--- config.mk ---
export PLATFORM = sky130hd
export DESIGN_NAME = change_dispense_controller_flat
export DESIGN_NICKNAME = d
export VERILOG_FILES = /design/src/rtl/change_dispense_controller_if.sv /design/src/rtl/change_dispense_controller.sv /design/src/flat_wrapper.sv
export SDC_FILE = /design/constraint.sdc
export NUM_CORES = 1
export LEC_CHECK = 0
export ABC_AREA = 0
export ABC_CLOCK_PERIOD_IN_PS = 3400
export CAP_MARGIN = 10
export CORE_ASPECT_RATIO = 0.8
export CORE_MARGIN = 1.5
export CORE_UTILIZATION = 40
export DETAILED_ROUTE_END_ITERATION = 10
export DONT_BUFFER_PORTS = 1
export GPL_TIMING_DRIVEN = 0
export PLACE_DENSITY_LB_ADDON = 0.3
export SLEW_MARGIN = 30
export SYNTH_ARGS = -nofsm -noshare
export SYNTH_HDL_FRONTEND = slang
export SYNTH_SLANG_ARGS = --single-unit
--- constraint.sdc ---
create_clock -name clk50 -period 3.4 [get_ports clk50]
set_input_delay 0.51 -clock clk50 [delete_from_list [all_inputs] [get_ports clk50]]
set_output_delay 0.51 -clock clk50 [all_outputs]
set_load 0.02 [all_outputs]
--- src/rtl/change_dispense_controller_if.sv ---
// Handshake and status bundle between the vend logic / hopper drive (master)
// and the change dispense controller (slave).
// Optional macro: CHANGE_INVENTORY_EN adds the coin_empty tube-status input.
interface change_dispense_controller_if #(
    parameter int AMT_W = 4
);
    logic             start;
    logic [AMT_W-1:0] change_amt;
    logic             hop_ack;
    logic             hop_req;
    logic [1:0]       hop_sel;
    logic             busy;
    logic             done;
    logic             fault;
    logic [AMT_W-1:0] remaining;
    logic [3:0]       coins_paid;
`ifdef CHANGE_INVENTORY_EN
    logic [2:0]       coin_empty;

    modport master (
        output start, change_amt, hop_ack, coin_empty,
        input  hop_req, hop_sel, busy, done, fault, remaining, coins_paid
    );

    modport slave (
        input  start, change_amt, hop_ack, coin_empty,
        output hop_req, hop_sel, busy, done, fault, remaining, coins_paid
    );
`else
    modport master (
        output start, change_amt, hop_ack,
        input  hop_req, hop_sel, busy, done, fault, remaining, coins_paid
    );

    modport slave (
        input  start, change_amt, hop_ack,
        output hop_req, hop_sel, busy, done, fault, remaining, coins_paid
    );
`endif
endinterface

--- src/rtl/change_dispense_controller.sv ---
// Change dispense controller: breaks the change owed into crowns (5),
// florins (2) and shillings (1), largest first, and ejects one coin per
// req/ack handshake with the hopper. A stalled hopper leads to FAULT.
// Optional macro: CHANGE_INVENTORY_EN skips denominations whose tube is
// empty and faults when no usable coin remains.
module change_dispense_controller #(
    parameter int AMT_W       = 4,
    parameter int TIMEOUT_CYC = 50_000_000,
    parameter int GAP_CYC     = 2_500_000
) (
    input  logic                          clk50,
    input  logic                          reset,
    change_dispense_controller_if.slave   bus
);

    typedef enum logic [2:0] {
        IDLE, SELECT, REQ, RELEASE, GAP, DONE, FAULT
    } stateT;

    localparam logic [31:0] TIMEOUT_LAST = 32'(TIMEOUT_CYC - 1);
    localparam logic [31:0] GAP_LAST     = 32'(GAP_CYC - 1);

    stateT            state;
    stateT            nextState;
    logic [31:0]      timer;
    logic [1:0]       selReg;
    logic [1:0]       pickSel;
    logic [AMT_W-1:0] remainingReg;
    logic [3:0]       coinsPaid;
    logic             timing;

    // Shilling value of a denomination code (3 crown, 2 florin, 1 shilling).
    function automatic logic [AMT_W-1:0] coinValue(input logic [1:0] sel);
        case (sel)
            2'd3:    coinValue = AMT_W'(5);
            2'd2:    coinValue = AMT_W'(2);
            2'd1:    coinValue = AMT_W'(1);
            default: coinValue = '0;
        endcase
    endfunction

    // Pick the largest coin that fits in what is still owed (and is in stock).
    always_comb begin
        pickSel = 2'd0;
`ifdef CHANGE_INVENTORY_EN
        if (remainingReg >= AMT_W'(5) && !bus.coin_empty[2])
            pickSel = 2'd3;
        else if (remainingReg >= AMT_W'(2) && !bus.coin_empty[1])
            pickSel = 2'd2;
        else if (remainingReg >= AMT_W'(1) && !bus.coin_empty[0])
            pickSel = 2'd1;
`else
        if (remainingReg >= AMT_W'(5))
            pickSel = 2'd3;
        else if (remainingReg >= AMT_W'(2))
            pickSel = 2'd2;
        else
            pickSel = 2'd1;
`endif
    end

    // State register; reset abandons any payout in progress.
    always_ff @(posedge clk50 or posedge reset) begin
        if (reset)
            state <= IDLE;
        else
            state <= nextState;
    end

    // Next-state logic: handshake progress, hopper timeouts and inter-coin gap.
    always_comb begin
        nextState = state;
        case (state)
            IDLE, FAULT: begin
                if (bus.start)
                    nextState = (bus.change_amt == '0) ? DONE : SELECT;
            end
            SELECT:  nextState = (pickSel == 2'd0) ? FAULT : REQ;
            REQ: begin
                if (bus.hop_ack)
                    nextState = RELEASE;
                else if (timer == TIMEOUT_LAST)
                    nextState = FAULT;
            end
            RELEASE: begin
                if (!bus.hop_ack)
                    nextState = GAP;
                else if (timer == TIMEOUT_LAST)
                    nextState = FAULT;
            end
            GAP: begin
                if (timer == GAP_LAST)
                    nextState = (remainingReg == '0) ? DONE : SELECT;
            end
            DONE:    nextState = IDLE;
            default: nextState = IDLE;
        endcase
    end

    assign timing = (state == REQ) || (state == RELEASE) || (state == GAP);

    // Payout bookkeeping and the shared handshake/gap timer, which restarts
    // from zero on every state change.
    always_ff @(posedge clk50 or posedge reset) begin
        if (reset) begin
            remainingReg <= '0;
            coinsPaid    <= '0;
            selReg       <= 2'd0;
            timer        <= '0;
        end else begin
            case (state)
                IDLE, FAULT: begin
                    if (bus.start) begin
                        remainingReg <= bus.change_amt;
                        coinsPaid    <= '0;
                    end
                end
                SELECT: selReg <= pickSel;
                REQ: begin
                    if (bus.hop_ack) begin
                        remainingReg <= remainingReg - coinValue(selReg);
                        if (coinsPaid != 4'hF)
                            coinsPaid <= coinsPaid + 4'd1;
                    end
                end
                default: ;
            endcase
            if (!timing || nextState != state)
                timer <= '0;
            else
                timer <= timer + 32'd1;
        end
    end

    assign bus.hop_req    = (state == REQ);
    assign bus.hop_sel    = (state == REQ || state == RELEASE) ? selReg : 2'd0;
    assign bus.busy       = (state != IDLE) && (state != FAULT);
    assign bus.done       = (state == DONE);
    assign bus.fault      = (state == FAULT);
    assign bus.remaining  = remainingReg;
    assign bus.coins_paid = coinsPaid;

endmodule

--- src/flat_wrapper.sv ---
// flat-port wrapper written by rule: the top's interface ports become plain ports
module change_dispense_controller_flat 
#(
    parameter int AMT_W       = 4,
    parameter int TIMEOUT_CYC = 50_000_000,
    parameter int GAP_CYC     = 2_500_000
)
  (clk50, reset, bus_start, bus_change_amt, bus_hop_ack, bus_hop_req, bus_hop_sel, bus_busy, bus_done, bus_fault, bus_remaining, bus_coins_paid);
  change_dispense_controller_if #(.AMT_W(AMT_W)) bus_i ();
  input  logic clk50;
  input  logic reset;
  input wire logic [$bits(bus_i.start)-1:0] bus_start;
  input wire logic [$bits(bus_i.change_amt)-1:0] bus_change_amt;
  input wire logic [$bits(bus_i.hop_ack)-1:0] bus_hop_ack;
  output wire logic [$bits(bus_i.hop_req)-1:0] bus_hop_req;
  output wire logic [$bits(bus_i.hop_sel)-1:0] bus_hop_sel;
  output wire logic [$bits(bus_i.busy)-1:0] bus_busy;
  output wire logic [$bits(bus_i.done)-1:0] bus_done;
  output wire logic [$bits(bus_i.fault)-1:0] bus_fault;
  output wire logic [$bits(bus_i.remaining)-1:0] bus_remaining;
  output wire logic [$bits(bus_i.coins_paid)-1:0] bus_coins_paid;
  assign bus_i.start = bus_start;
  assign bus_i.change_amt = bus_change_amt;
  assign bus_i.hop_ack = bus_hop_ack;
  assign bus_hop_req = bus_i.hop_req;
  assign bus_hop_sel = bus_i.hop_sel;
  assign bus_busy = bus_i.busy;
  assign bus_done = bus_i.done;
  assign bus_fault = bus_i.fault;
  assign bus_remaining = bus_i.remaining;
  assign bus_coins_paid = bus_i.coins_paid;
  change_dispense_controller #(.AMT_W(AMT_W), .TIMEOUT_CYC(TIMEOUT_CYC), .GAP_CYC(GAP_CYC)) u_core (.clk50(clk50), .reset(reset), .bus(bus_i));
endmodule
# Yosys cells after proc, flatten, opt, wreduce, memory -nomap -nowiden
# Index checks and enable logic that the tools add are counted.
[op_classes] n_reduce_logical=14 eq_ne=17 n_mux=23 addsub=3 n_lt_le_gt_ge=2
[ops] op="32-bit by 1-bit adder with 32-bit output, second input constant" n=1
[ops] op="32-bit by 22-bit == test with 1-bit output, second input constant" n=1
[ops] op="32-bit by 26-bit == test with 1-bit output, second input constant" n=1
[ops] op="32-bit 2-to-1 mux" n=1
[ops] op="4-bit 2-to-1 mux" n=7
[ops] op="3-bit 2-to-1 mux" n=8
[ops] op="4-bit one-hot mux with 2 select lines" n=2
[ops] op="3-bit one-hot mux with 5 select lines" n=1
[ops] op="3-bit == test, second input constant" n=3
[ops] op="3-bit one-hot mux with 3 select lines" n=1
[ops] op="4-bit zero test" n=2
[ops] op="3-bit by 2-bit == test with 1-bit output, second input constant" n=2
[ops] op="2-bit 2-to-1 mux" n=3
[ops] op="4-bit by 1-bit adder with 4-bit output, second input constant" n=1
[ops] op="2-bit == test, second input constant" n=2
[ops] op="4-bit by 2-bit greater-or-equal comparator with 1-bit output, second input constant" n=1
[ops] op="4-bit by 3-bit greater-or-equal comparator with 1-bit output, second input constant" n=1
[ops] op="2-bit inequality test, second input constant" n=2
[ops] op="4-bit inequality test, second input constant" n=1
[ops] op="4-bit AND reduction" n=1
[ops] op="4-bit subtractor" n=1
[ops] op="3-bit by 1-bit == test with 1-bit output, second input constant" n=1
[ops] op="3-bit zero test" n=1
[ops] op="1-bit logical OR" n=3
[ops] op="other kinds (11)" n=11
[word_totals] out_inout_bits=14 register_bits=45

# Depth between registers and ports, before layout
# Gate-level depths: netlist (run 1).
[depth] word_depth=9 mapped_depth=8 mapped_depth_nobuf=7

# Worst setup path before layout (run 1)
# OpenSTA, ideal clock, no wires.
[synth_path] path_type="register to register" start="register u_core.timer[12]" end="register u_core.timer[23]" path_buffers=2 setup_time_ps=126 path_slack_ps=1620 stages_incl_launch_ff=8 arrival_time_ps=1654 path_cell_list="dfrtp_1 > nand2b_1 > or4_1 > o31ai_1 > and3_1 > buf_6 > buf_6 > a21oi_1"
[synth_via] elab_chain_len=7 elab_cells_between_ends=11
[synth_rtl] element="start: declaration" line="change_dispense_controller.sv:25" source="logic [31:0] timer;"
[synth_rtl] element="start signal: assignment" line="change_dispense_controller.sv:131" source="timer <= timer + 32'd1;"
[synth_rtl] element="32-bit by 26-bit == test with 1-bit output" line="change_dispense_controller.sv:82, change_dispense_controller.sv:88"
[synth_rtl] element="3-bit 2-to-1 mux" line="change_dispense_controller.sv:82, change_dispense_controller.sv:88"
[synth_rtl] element="3-bit 2-to-1 mux (on tied branches)" line="change_dispense_controller.sv:86, change_dispense_controller.sv:80"
[synth_rtl] element="3-bit one-hot mux with 5 select lines" line="change_dispense_controller.sv:73" source="case (state)"
[synth_rtl] element="3-bit inequality test" line="change_dispense_controller.sv:128" source="if (!timing || nextState != state)"
[synth_rtl] element="1-bit logical OR" line="change_dispense_controller.sv:128"
[synth_rtl] element="32-bit 2-to-1 mux (*)" line="change_dispense_controller.sv:128"
# Every way passes the cells marked *; elsewhere a longest branch is shown, timed or not.
# A chain may end at the register's enable or synchronous reset.

# Worst setup path in the final report (run 1)
[layout_path] start="register u_core.state[0]" end="output port bus_done"
[layout_via] elab_chain_len=1
[layout_rtl] element="start: declaration" line="change_dispense_controller.sv:23" source="stateT state;"
[layout_rtl] element="start signal: assignment" line="change_dispense_controller.sv:67" source="state <= nextState;"
[layout_rtl] element="3-bit == test" line="change_dispense_controller.sv:138" source="assign bus.done = (state == DONE);"
[layout_rtl] element="end: declaration" line="flat_wrapper.sv:18" source="output wire logic [$bits(bus_i.done)-1:0] bus_done;"
# No other way between the ends.

==> results of run 1 <==
-- layout make-up --
cell class	count	area, sq um	area share (%)
Clock buffer	6	72.6	2.50
Sequential cell	45	1130	38.8
Clock inverter	2	38.8	1.34
Multi-Input combinational cell	226	1430	49.1
Buffer	11	82.6	2.85
Inverter	13	51.3	1.77
Tap cell	84	105	3.62
-- final timing paths --
kind                                            end  slack (ps)  cells after the start
min in group clk50                  u_core.state[1]         410                      2
min reg2reg                         u_core.timer[0]         490                      1
max in group asynchronous          u_core.timer[13]        2870                      1
max                                        bus_done        1140                      3
min                                u_core.timer[22]         130                      1
max reg2reg                u_core.bus.coins_paid[2]        1380                      7
-- logic make-up after synthesis --
kind of cell             Yosys count
flip-flops                        45
adder cells (fa/ha/maj)            6
buffers and inverters             24
AO/OA/AOI/OAI                     42
XOR/XNOR                          28
AND/OR/NAND/NOR                  146
multiplexers                       4
-- power by group through the flow --
stage | sequential [mW] | combinational, mW | clock [mW]
2_1_floorplan | 0.545 | 0.0122 | 0
3_3_place_gp | 0.545 | 0.0162 | 0
3_5_place_dp | 0.545 | 0.0162 | 0
4_1_cts | 0.535 | 0.0163 | 0.417
5_1_grt | 0.535 | 0.0187 | 0.444
6_report | 0.535 | 0.0156 | 0.406
-- per-stage QoR --
step / hold WS (ps) / std cells / cell area, sq um
2_1_floorplan: 450 / 295 / 2680
3_3_place_gp: 472 / 379 / 2790
3_5_place_dp: 481 / 379 / 2790
4_1_cts: 144 / 387 / 2900
5_1_grt: 175 / 387 / 2900
6_report: 128 / 387 / 2900
-- layout by cell type (no fill, tap or decap), drive strengths merged, types with 2 or more instances in the layout --
master,instances
a211oi,3
a21oi,15
a41o,2
and2,4
and3,11
and4,3
buf,7
clkbuf,10
clkinv,2
dfrtp,45
ha,5
inv,12
mux2,2
mux2i,2
nand2,22
nand2b,4
nand3,18
nand3b,2
nand4,10
nor2,41
nor2b,4
nor3,9
nor3b,2
nor4,6
nor4b,2
nor4bb,2
o211ai,3
o21ai,10
or3,4
xnor2,14
xor2,14
-- metal layers --
layer	global-route usage, %	wire length, um
met5	0	0
met4	5.82	35
met3	3.69	189
met2	25.1	2390
met1	27.5	3130
-- critical path, cell delays in order (launching register included) --
cell and delay [ps]:
dfrtp_1 330, buf_4 160, clkinv_1 240, nor3b_1 700
-- flip-flops by register name (all words and copies together) (netlist names) --
name and flops:
u_core.bus.remaining 4, u_core.selReg 2, u_core.state 3, u_core.timer 32, u_core.bus.coins_paid 4
==> reports/results.ini, run 1 <==
[worst_setup_path]
cp.arrival_ps = 1750
worstPathRequired_ps = 2890
crit_start = u_core.state[0]
r2r-start = u_core.state[0]
startpoint_type = flop
cp-end-kind = output pin
critPathMaxFanout = 10
worstSetupPathType = flop to output pin

[timing]
worst_pin_slew_ps = 756
fin_skew_ps = 18.5
period_needed_ps = 2260
slew_headroom_pct = 49.5
finalSetupViolCount = 0
fmax_mhz = 443
post-route-period-util_pct = 66.4
hold_viol = 0
final_max_slew_viol_count = 0
setup_ws_ps = 1140
fin_tns_setup_ps = 0
rsz0062_at_grt = false

[synthesis]
synth.area.top_cells = dfrtp_1 42%, nor2_1 5.7%, xnor2_1 4.6%, xor2_1 4.6%, nand3_1 3.2%
syn_nets = 309
yosys.area.top_type = dfrtp_1
synth-simple-area-share_pct = 29.2
netlist_area_sq_mm = 0.00268
syn_area_per_cell_sq_um = 9.09
yosys.area_share.adder_pct = 3.08
synth.distinct_cells = 50
synth_ff_type = dfrtp_1
synth-seq-cells = 45
synthTopCellsByCount = 45 x dfrtp_1, 41 x nor2_1, 22 x nand2_1
synth_most_common_cell = dfrtp_1
yosys_warnings = 0
synth_top_area_share_pct = 42.0
async_reset_ff_share_pct = 100
synth_xor_xnor_area_share_pct = 9.14
synth_edf_count = 0
synthMuxAreaShare_pct = 1.59
synth_top_family_by_area = simple AND/OR/NAND/NOR gates
syn_inst = 295
ys_seq_area_share_pct = 42.0
synth_compound_area_share_pct = 10.1

[layout]
finish.utilization_pct = 45.0
nFillCells = 659
final_nets = 316
drive_above_1_share_pct = 7.92
antenna_cells = 0
area_growth_pct = 8.16

[clock_network]
cts_max_level = 2
path_clk_slew_ps = 90
hold_buffers = 0
cts.sinks = 45
insertion_delay_ps = 310
cts_tree = built
numCtsBuffers = 5
cts_setup_buffers = 0
cts_resized = 0
clockRootBuffer = clkbuf_8
cts_buffer_depth = 2

[floorplanning]
core_area_sq_mm = 0.00644
start_util_pct = 41.6
die_w_um = 94.6
die_h_um = 76.2
fp-row-count = 26
pin_count = 22
die_area_sq_mm = 0.00721

[pwr]
power_uw = 957
switchingPower_uw = 199
swShare_pct = 20.8
irDropWorstVdd_v = 0.000240
pwr-share-seq_pct = 55.9
pwr_density_cell_mw_per_mm2 = 330
static-leakage-power_nw = 1.25
intPower_uw = 758
p_comb_share_pct = 1.6
clkPwrFrac_pct = 42.5

[routing]
drc_errors = 0
vias = 2150
drt_iter0_markers = 155
routed_wl_mm = 5.75
wl_per_cell_um = 14.9
viasPerCell = 5.56
antenna_left = 0
first_pass_iters = 4

[global_routing]
gr-usage-all-layers_pct = 18.0
grt_pass1_wl_mm = 10.1
grt_start_max_net_pins = 46
grt_overflow_total = 0
antenna_found_initial = 0
grt_pass1_vias = 2047

[min_path]
hold_path_class = primary input to asynchronous set/reset pin

[status]
status = finished clean

[placement]
dpl.hpwl_mm = 4.13
routabilityCongestion = 0.857
dp_slack_ps = 1410
port-buffer-count = 0

[job]
cap_viol_max_count = 0

Note: power is estimated with default switching activity, not from simulation.
==> inputs of run 2 (changes only) <==
ABC_CLOCK_PERIOD_IN_PS = 1900   (was 3400)
clock period = 1.9 ns   (was 3.4 ns; I/O delays follow)
==> reports/results.ini, run 2 (synthesis results as in run 1) <==
[status]
status = finished, violations left
failed_checks = negative setup slack

[placement]
dp_slack_ps = -91.5
port-buffer-count = 0
dpl.hpwl_mm = 4.13
placed_area_sq_mm = 0.00279
routabilityCongestion = 0.857

[worst_setup_path]
path_cells = nand4_1 > or4_4 > o31ai_2 > and3_1 > buf_6 > clkbuf_16 > nor2_1
startpoint_type = flop
reg2reg_setup_slack_ps = -8
cp-end-kind = flop
crit_end = u_core.timer[3]
crit_start = u_core.timer[8]
r2r-start = u_core.timer[8]
worstPathRequired_ps = 2100
crit_slowest_cell = or4_4
worstSetupPathType = flop to flop
crit_cells = 7
critPathBufInv = 2
r2r_end = u_core.timer[3]
cp.arrival_ps = 2110
slowest_delay_ps = 510
critPathMaxFanout = 8
critPathTopFamily = simple AND/OR/NAND/NOR gates
ff2ff_path_depth = 7

[clock_network]
numCtsBuffers = 5
cts_buffer_depth = 2
clockRootBuffer = clkbuf_8
cts_tree = built
cts_max_level = 2
insertion_delay_ps = 310
cts.sinks = 45
path_clk_slew_ps = 90

[timing]
worst_pin_slew_ps = 553
slew_headroom_pct = 63.2
fin_skew_ps = 17.4
period_needed_ps = 1910
fmax_mhz = 524
finalSetupViolCount = 9
rsz0062_at_grt = true
hold_viol = 0
setup_ws_ps = -7.83
post-route-period-util_pct = 100
final_max_slew_viol_count = 0

[floorplanning]
die_w_um = 94.6
fp-row-count = 26
start_util_pct = 41.6
core_area_sq_mm = 0.00644
die_h_um = 76.2
pin_count = 22
die_area_sq_mm = 0.00721

[min_path]
hold_path_class = primary input to flop

[layout]
final_common_cell = dfrtp_1
largest_reg_flops = 32
antenna_cells = 0
final_nets = 333
mostFrequentLayoutCells = 40 x dfrtp_1, 23 x nor2_1, 21 x nand2_1, 17 x buf_4, 15 x nand3_1
area_growth_pct = 23.3
top_register = u_core.timer
final_cell_area_sq_mm = 0.00331
drive_above_1_share_pct = 26.3
finish.utilization_pct = 51.3

[routing]
drt_iter0_markers = 120
vias = 2234
viasPerCell = 5.53
antenna_left = 0
drc_errors = 0
routed_wl_mm = 6.24
wl_per_cell_um = 15.4
first_pass_iters = 4

[job]
cap_viol_max_count = 0

[global_routing]
gr-usage-all-layers_pct = 18.1
grt_pass1_vias = 2042
grt_start_max_net_pins = 46
grt_pass1_wl_mm = 10.2
antenna_found_initial = 0
grt_overflow_total = 0

[pwr]
pwr_density_cell_mw_per_mm2 = 520
irDropWorstVdd_v = 0.000432
static-leakage-power_nw = 1.39

run 2: cell types whose count changed in the layout (fill, tap and decap cells not counted), sizes merged:
cell and change:
clkinv -1, clkbuf +2, inv +1, dlygate4sd3 +1
buf +14
run 2: stage by stage:
stage	TNS, ps	power [mW]	cells	hold WS, ps
after floorplan	0	0.998	295	450
after global placement	-2080	1.01	379	472
after detailed placement	-2350	1.00	379	256
after CTS	0	1.73	390	183
after global routing	-2010	1.79	404	203
final	-30.2	1.72	404	184
run 2: area by class of cell:
class | count | area [sq um]
well taps | 84 | 105
multi-input cells | 226 | 1620
plain buffers | 10 | 91.3
flip-flops and latches | 45 | 1130
clock inverters | 2 | 38.8
clock buffers | 6 | 72.6
fillers | 615 | 3130
inverters | 13 | 53.8
repair buffers | 18 | 190
run 2: per-layer routing:
metal / up-vias / GRT usage (%) / share of wire, %
li1: 1086 / - / -
met1: 1102 / 27.7 / 51
met2: 39 / 25.0 / 44
met3: 7 / 3.69 / 3.8
met4: 0 / 5.82 / 1.1
met5: - / 0 / 0
run 2: repair_timing:
item	4_1_cts	5_1_grt
cloned	0	3
buffers inserted	2	12
endpoints found under the hold margin	45	0
pin swaps	2	17
resized for setup	7	54
hold buffers	1	0
endpoints found under the setup margin	35	38
run 2: worst min path at each step:
stage	endpoint	cells after the start	slack [ps]	startpoint
floorplan	u_core.timer[0]	1	450	u_core.timer[0]
global placement	u_core.timer[0]	1	470	u_core.timer[0]
detailed placement	u_core.timer[2]	1	260	reset
CTS	u_core.state[1]	2	180	bus_start
global route	u_core.state[1]	2	200	bus_start
finish	u_core.state[1]	2	180	bus_start
run 2: worst register-to-register path, stage by stage, from the launching register on:
cell and delay [ps]:
dfrtp_2 430, nand4_1 90, or4_4 510, o31ai_2 190
and3_1 200, buf_6 180, clkbuf_16 170, nor2_1 40
run 2: where the power goes:
part	switching, mW	total [mW]	leakage (nW)	internal [mW]
registers	0	0.957	0.581	0.957
logic	0.0238	0.0299	0.750	0.00608
clock network	0.338	0.733	0.0554	0.395
==> inputs of run 3 (changes only) <==
CORE_UTILIZATION = 25   (was 40)
GPL_TIMING_DRIVEN = default   (was 0)
==> reports/results.ini, run 3 (synthesis results as in run 1) <==
[status]
status = finished clean

[timing]
worst_pin_slew_ps = 600
final_max_slew_viol_count = 0
period_needed_ps = 1860
slew_headroom_pct = 60.0
setup_ws_ps = 40.1
hold_viol = 0
rsz0062_at_grt = true
post-route-period-util_pct = 97.9
finalSetupViolCount = 0
fmax_mhz = 538
fin_skew_ps = 4.87

[worst_setup_path]
cp.arrival_ps = 2030
slowest_delay_ps = 490
crit_slowest_cell = or4_4
critPathBufInv = 1
path_cells = nand2b_1 > or4_4 > o31ai_2 > and3_4 > clkbuf_16 > a21oi_1
worstPathRequired_ps = 2070
critPathTopFamily = simple AND/OR/NAND/NOR gates
worstSetupPathType = flop to flop
startpoint_type = flop
critPathMaxFanout = 16
cp-end-kind = flop

[layout]
final_common_cell = dfrtp_1
largest_reg_flops = 32
final_nets = 339
final_cell_area_sq_mm = 0.00327
top_register = u_core.timer
mostFrequentLayoutCells = 43 x dfrtp_1, 40 x nor2_1, 32 x buf_4, 22 x nand2_1, 16 x nand3_1
finish.utilization_pct = 31.5
antenna_cells = 0
drive_above_1_share_pct = 19.4
area_growth_pct = 21.7
finalNonFillerCells = 465

[routing]
viasPerCell = 4.70
vias = 2187
antenna_left = 0
drc_errors = 0
wl_per_cell_um = 14.0
drt_iter0_markers = 96
routed_wl_mm = 6.53
first_pass_iters = 4

[pwr]
p_comb_share_pct = 1.4
irDropWorstVdd_v = 0.000352
power_mw = 1.96
swShare_pct = 19.5
clkPwrFrac_pct = 49.6
static-leakage-power_nw = 1.41
switchingPower_uw = 381
pwr_density_cell_mw_per_mm2 = 599
pwr-share-seq_pct = 49.0
intPower_mw = 1.57

[floorplanning]
die_h_um = 95.7
pin_count = 22
die_area_sq_mm = 0.0114
start_util_pct = 25.9
die_w_um = 119
fp-row-count = 33
core_area_sq_mm = 0.0104

[placement]
dpl.hpwl_mm = 4.64
routabilityCongestion = 0.781
placed_area_sq_mm = 0.00304
dp_slack_ps = -3.00
port-buffer-count = 0
dp_cells = 457

[global_routing]
grt_pass1_wl_mm = 10.7
grt_pass1_vias = 2132
grt_start_max_net_pins = 46
grt_overflow_total = 0
gr-usage-all-layers_pct = 11.9
antenna_found_initial = 0

[clock_network]
cts_buffer_depth = 2
hold_buffers = 0
path_clk_slew_ps = 60
cts_setup_buffers = 0
insertion_delay_ps = 290
cts_max_level = 2
cts_tree = built
clockRootBuffer = clkbuf_16
cts.sinks = 45
numCtsBuffers = 5

[min_path]
hold_path_class = primary input to asynchronous set/reset pin

[job]
cap_viol_max_count = 0

-- run 3: changes by cell type in the layout (fill, tap and decap cells not counted), moves of 4 or more --
cell and delta:
nor2_1 +17, buf_4 +15, nor2_4 -9, nor2_2 -8, clkbuf_8 -5, a21oi_1 +4
a21oi_2 -4
-- run 3: final timing paths --
path | slack [ps] | cells after the start | endpoint | from
min reg2reg | 530 | 2 | u_core.timer[0] | u_core.timer[0]
max | 40 | 6 | u_core.timer[25] | u_core.timer[12]
max reg2reg | 40 | 6 | u_core.timer[25] | u_core.timer[12]
min | 40 | 2 | u_core.timer[0] | reset
max in group asynchronous | 1420 | 2 | u_core.timer[7] | reset
min in group clk50 | 180 | 2 | u_core.bus.remaining[0] | bus_change_amt[0]
-- run 3: worst reg2reg max path, stage by stage (launching register included) --
cell	delay, ps
dfrtp_1	380
nand2b_1	150
or4_4	490
o31ai_2	240
and3_4	260
clkbuf_16	180
a21oi_1	50
-- run 3: metrics by stage --
| step | hold WS (ps) | setup TNS (ps) |
|---|---|---|
| global placement | 383 | -56.4 |
| global route | 101 | -240 |
| CTS | 71.9 | 0 |
| finish | 44.0 | 0 |
| floorplan | 450 | 0 |
| detailed placement | 379 | -3.00 |
-- run 3: what timing repair did --
action                                  in CTS  in global routing
resized for setup                            1                 12
endpoints found under the setup margin       1                 35
pin swaps                                    0                  2
cloned                                       0                  1
endpoints found under the hold margin        0                  0
-- run 3: power groups by stage --
| stage | registers [mW] | clock network (mW) | logic, mW |
|---|---|---|---|
| CTS | 0.958 | 0.999 | 0.0291 |
| finish | 0.958 | 0.970 | 0.0272 |
| detailed placement | 0.976 | 0 | 0.0292 |
| global placement | 0.976 | 0 | 0.0296 |
| global route | 0.957 | 1.04 | 0.0325 |
| floorplan | 0.976 | 0 | 0.0217 |
-- run 3: layer usage --
metal  global-route usage, %  up-vias  routed length [um]
li1                        -     1103                   -
met1                    17.4     1049                3540
met2                    18.1       31                2750
met3                    1.79        4                 191
met4                    3.31        0                  59
met5                       0        -                   0
-- run 3: final cells by class --
type	instances	area, sq um
timing repair buffer	34	285
clock buffer	5	125
tap	140	175
multi-input combinational	226	1470
fill	1050	7100
clock inverter	2	35.0
sequential	45	1130
inverter	13	48.8
==> RTL edit 1 (flow settings as in run 3) <==
Put a register stage on the output `bus.fault`. The value now appears one clock later.
--- a/src/rtl/change_dispense_controller.sv
+++ b/src/rtl/change_dispense_controller.sv
@@ -136,7 +136,9 @@
     assign bus.hop_sel    = (state == REQ || state == RELEASE) ? selReg : 2'd0;
     assign bus.busy       = (state != IDLE) && (state != FAULT);
     assign bus.done       = (state == DONE);
-    assign bus.fault      = (state == FAULT);
+    always_ff @(posedge clk50) begin
+        bus.fault <= (state == FAULT);
+    end
     assign bus.remaining  = remainingReg;
     assign bus.coins_paid = coinsPaid;
 
Check against the original RTL: same outputs for any inputs over 10 cycles, from zero or initial values and one cycle with reset high; that may be too few to reach the edited logic, so the function may still have changed.
==> RTL edit 1 against run 3 <==
  * Design area up 1.4%
  * Clock power up 2%
  * Power up 2.3%
  * Die area up 0.72%
  * Sequential cell count up 1
  * Worst setup slack better by 0.062 ns
  * Synthesized cell count up 0.34%
  * Routed wire length down 2.1%
  * Synthesized area up 0.75%
  * Combinational power up 18%
  * Critical path type unchanged
  * Largest cell class unchanged
  * Highest routed layer unchanged
==> RTL edit 1: results (changes against run 3) <==
tightest_slew_ns: 0.4265  # was 0.6001 ns
vias_per_cell: 4.750  # was 4.703
cts-htree-levels: 2  # unchanged
globalplace.congestion: 0.8286  # was 0.7805
regMostFlops: "u_core.timer"  # unchanged
p_leak_nw: 1.439  # was 1.415 nW
ctsRootBufferMaster: "clkbuf_16"  # unchanged
cp_slowest_cell: "or4_4"  # unchanged
grt_pass1_vias: 2238  # was 2132
ys_types: 51  # was 50
worstPathArrival_ns: 1.96  # was 2.03 ns
seq_area_frac_synth: 0.4241  # was 0.4198
synthMuxAreaShare: 0.01574  # was 0.01586
vdd_drop_max_uv: 282.2  # was 352.2 µV
grt_pass1_wl_um: 11170  # was 10730 µm
clk_pin_slew_ns: 0.06  # about the same
postSynthCellCount: 296  # was 295
path_max_fanout: 14  # was 16
clkLatencyLatePin_ns: 0.29  # about the same
drtIter0Drc: 146  # was 96
synth-xor-area-share: 0.09074  # was 0.09142
synth_area_leaders: "dfrtp_1, nor2_1, xnor2_1"  # unchanged
crit_family: "simple AND/OR/NAND/NOR gates"  # unchanged
synth_common_cells: "dfrtp_1, nor2_1, nand2_1"  # unchanged
dpl_cell_area_um2: 3063  # was 3035 µm²
fin_skew_ns: 0.004619  # was 0.004873 ns
synth_fp_nets: 310  # was 309
async_flop_share: 0.9783  # was 1.000
slowest_delay_ns: 0.49  # about the same
io_buffer_count: 0  # unchanged
finalNonFillerCells: 468  # was 465
synth-compound-area-share: 0.1000  # was 0.1007
gr-usage-all-layers: 0.1231  # was 0.1187
grt_max_degree: 46  # unchanged
wl_um: 6398  # was 6533 µm
dp.cells: 459  # was 457
status: "completed"  # unchanged
drive_above_1_share: 0.1951  # was 0.1938
pre_cts_ws_ns: 0.02770  # was -0.002998 ns
hpwlAfterDp_um: 4779  # was 4640 µm
hold_path.class: "input port to register"  # was input port to asynchronous set/reset pin
nFillCells: 1056  # was 1050
antenna_found_initial: 0  # unchanged
n_antenna_cell: 0  # unchanged
yosys_warnings: 0  # unchanged
fin_nets: 341  # was 339
synth_fa_ha_area_frac: 0.03056  # was 0.03078
cts_buffer_depth: 2  # unchanged
## RTL edit 1: where the power goes
part           internal (mW)  switching [mW]
combinational        0.00979          0.0224
clock                  0.622           0.367
sequential             0.979               0
total                   1.61           0.389
## RTL edit 1: layer usage
| metal | wire, µm | global-route usage |
|---|---|---|
| met5 | 0 | 0 |
| met4 | 93 | 0.04317 |
| met3 | 228 | 0.02133 |
| met2 | 2683 | 0.1826 |
| met1 | 3391 | 0.1797 |
## RTL edit 1: repair_timing
item	CTS	global route
hold endpoints to repair	45	0
resized for setup	0	20
setup buffers	0	0
hold buffers	1	0
setup endpoints to repair	0	36
## RTL edit 1: logic make-up after synthesis
| group | after synthesis |
|---|---|
| AOI/OAI and AO/OA | 42 |
| and+or+nand+nor | 146 |
| muxes | 4 |
| xor gates and xnor gates | 28 |
| DFF | 46 |
| buffers and inverters | 24 |
| adders and majority gates | 6 |
## RTL edit 1: area by class of cell
type	count	area, µm²	share of cell area
clock buffer	7	132.6	0.04006
clock inverter	1	30.03	0.009070
inverter	13	48.80	0.01474
multi-input combinational	226	1488	0.4494
sequential	46	1151	0.3477
tap	140	175.2	0.05291
timing repair buffer	35	285.3	0.08617
## RTL edit 1: final timing paths
path	end	slack (ns)	cells past startpoint	from
worst min register to register	u_core.timer[0]	0.49	1	u_core.timer[0]
worst max-delay path	u_core.timer[31]	0.10	6	u_core.timer[12]
worst min-delay path	u_core.bus.remaining[0]	0.18	2	bus_change_amt[0]
min in group asynchronous	u_core.timer[3]	0.48	3	reset
max in group asynchronous	u_core.timer[7]	1.19	3	reset
worst max register to register	u_core.timer[31]	0.10	6	u_core.timer[12]
==> RTL edit 2 (config.mk and constraints of run 3) <==
Without the edit above. `AMT_W` is set to 4 in 3 places; all go to 6.
--- a/src/rtl/change_dispense_controller_if.sv
+++ b/src/rtl/change_dispense_controller_if.sv
@@ -2,7 +2,7 @@
 // and the change dispense controller (slave).
 // Optional macro: CHANGE_INVENTORY_EN adds the coin_empty tube-status input.
 interface change_dispense_controller_if #(
-    parameter int AMT_W = 4
+    parameter int AMT_W = 6
 );
     logic             start;
     logic [AMT_W-1:0] change_amt;
--- a/src/rtl/change_dispense_controller.sv
+++ b/src/rtl/change_dispense_controller.sv
@@ -4,7 +4,7 @@
 // Optional macro: CHANGE_INVENTORY_EN skips denominations whose tube is
 // empty and faults when no usable coin remains.
 module change_dispense_controller #(
-    parameter int AMT_W       = 4,
+    parameter int AMT_W       = 6,
     parameter int TIMEOUT_CYC = 50_000_000,
     parameter int GAP_CYC     = 2_500_000
 ) (
--- a/src/flat_wrapper.sv
+++ b/src/flat_wrapper.sv
@@ -1,7 +1,7 @@
 // flat-port wrapper written by rule: the top's interface ports become plain ports
 module change_dispense_controller_flat 
 #(
-    parameter int AMT_W       = 4,
+    parameter int AMT_W       = 6,
     parameter int TIMEOUT_CYC = 50_000_000,
     parameter int GAP_CYC     = 2_500_000
 )
Ports: changed (resized bus_change_amt and bus_remaining); port bits go from 22 to 26. No check against the original RTL was run, so the function may have changed too.
==> RTL edit 2 against run 3 <==
  * The run now ends with setup timing left
  * Sequential cell count increased by 2
  * Synthesized area increased by 2.1%
  * Design area increased by 11%
  * Routed wire length increased by 7.2%
  * Count of clock-buffer cells in the layout increased by 1
  * Worst setup slack got worse by 0.16 ns
  * Via count increased by 2.4%
  * Critical path depth unchanged
Power is not compared: it rests on default switching activity, and its combinational part moved more than twofold at a synthesized area within 25%.
==> RTL edit 2: results (changes against run 3) <==
status: "complete, but fails checks"  # was completed
violations: "setup timing"
worstPathArrival_ns: 2.20  # was 2.03 ns
synth_common_cells: "dfrtp_1, nor2_1, xor2_1"  # was dfrtp_1, nor2_1, nand2_1
slowest_delay_ns: 0.56  # was 0.49 ns
clk_pin_slew_ns: 0.07
clkLatencyLatePin_ns: 0.29  # about the same
cp-endpoint: "u_core.timer[16]"  # was u_core.timer[25]
vias: 2240  # was 2187
finalSetupViolations: 33  # was 0
n_antenna_cell: 0  # unchanged
hpwlAfterDp_um: 5131  # was 4640 µm
cp_slowest_cell: "or4b_4"  # was or4_4
fin_skew_ns: 0.006427  # was 0.004873 ns
wl_um: 7001  # was 6533 µm
r2r_start: "u_core.timer[14]"  # was u_core.timer[12]
seq_area_frac_synth: 0.4292  # was 0.4198
grt_pass1_vias: 2330  # was 2132
hold_path_end: "u_core.state[1]"
antenna_found_initial: 0  # unchanged
nFillCells: 1055  # was 1050
startpoint: "u_core.timer[14]"  # was u_core.timer[12]
timing.final.ws_setup_ns: -0.1230  # was 0.04012 ns
globalplace.congestion: 0.8045  # was 0.7805
synth_area_leaders: "dfrtp_1, xor2_1, nor2_1"  # was dfrtp_1, nor2_1, xnor2_1
pre_cts_ws_ns: -0.08094  # was -0.002998 ns
ys_types: 51  # was 50
path_max_fanout: 11  # was 16
drtPass1Iterations: 4  # unchanged
hold_path.class: "input port to register"  # was input port to asynchronous set/reset pin
drive_above_1_share: 0.2720  # was 0.1938
synth_seq_cells: 47  # was 45
drtIter0Drc: 125  # was 96
r2r_cells: 6  # unchanged
grt_max_degree: 28  # was 46
dpl_cell_area_um2: 3303  # was 3035 µm²
setup-tns-final_ns: -3.521  # was 0 ns
tightest_slew_ns: 0.4925  # was 0.6001 ns
gr-usage-all-layers: 0.1308  # was 0.1187
grt_pass1_wl_um: 12120  # was 10730 µm
fin_nets: 368  # was 339
-- RTL edit 2: changes by cell type after synthesis, sizes merged, moves of 3 or more --
| cell | run 3 | this run |
|---|---|---|
| nor2 | 41 | 45 |
| clkbuf | 4 | 0 |
| nand4 | 10 | 15 |
| nand2 | 22 | 18 |
| or4b | 0 | 3 |
| a21oi | 15 | 11 |
| xor2 | 14 | 25 |
| xnor2 | 14 | 7 |
| and3 | 11 | 6 |
-- RTL edit 2: logic make-up after synthesis --
family / after synthesis / synth area share
AO/OA/AOI/OAI: 34 / 0.08082
XOR/XNOR: 32 / 0.1023
adder cells (fa/ha/maj): 6 / 0.03014
buffers and inverters: 21 / 0.03926
flip-flops: 47 / 0.4292
multiplexers: 2 / 0.007762
AND/OR/NAND/NOR: 151 / 0.3105
-- RTL edit 2: final cells by class --
type	count	area, µm²	share of cell area
Sequential cell	47	1176	0.3246
Timing Repair Buffer	61	518.0	0.1430
Multi-Input combinational cell	225	1520	0.4195
Clock inverter	2	60.06	0.01657
Clock buffer	6	128.9	0.03557
Tap cell	140	175.2	0.04834
Inverter	12	45.04	0.01243
-- RTL edit 2: layer usage --
layer | GRT usage | vias up | part of all wire
met4 | 0.04029 | 0 | 0.011
met5 | 0 | - | 0
met3 | 0.03007 | 5 | 0.030
li1 | - | 1154 | -
met1 | 0.1958 | 1059 | 0.54
met2 | 0.1851 | 22 | 0.42
-- RTL edit 2: critical path, delay by kind of cell (launching register included) --
| kind | cells | cell delay, ns |
|---|---|---|
| DFF | 1 | 0.40 |
| and+or+nand+nor | 4 | 1.17 |
| AOI/OAI and AO/OA | 1 | 0.18 |
| buffers and inverters | 1 | 0.15 |
-- RTL edit 2: through the flow --
| step | hold WS (ns) | total power [mW] | std cells |
|---|---|---|---|
| final | 0.08750 | 4.519 | 493 |
| after global placement | 0.2363 | 3.197 | 479 |
| after CTS | 0.07746 | 4.479 | 492 |
| after floorplan | 0.3757 | 2.632 | 293 |
| after detailed placement | 0.2287 | 3.216 | 479 |
| after global routing | 0.08853 | 4.853 | 493 |
-- RTL edit 2: report_power, final --
group	internal, mW	switching [mW]	leakage (nW)	total [mW]
registers	1.15	0.163	0.624	1.31
logic	0.911	1.17	0.882	2.08
clock network	0.755	0.374	0.0911	1.13
total	2.82	1.70	1.60	4.52
-- RTL edit 2: what timing repair did --
action / in CTS / in global routing
endpoints found under the setup margin: 33 / 40
buffers inserted: 3 / 3
cloned: 1 / 0
hold buffers: 1 / 0
hold endpoints to repair: 20 / 0
pin swaps: 4 / 8
gates resized for setup: 9 / 11
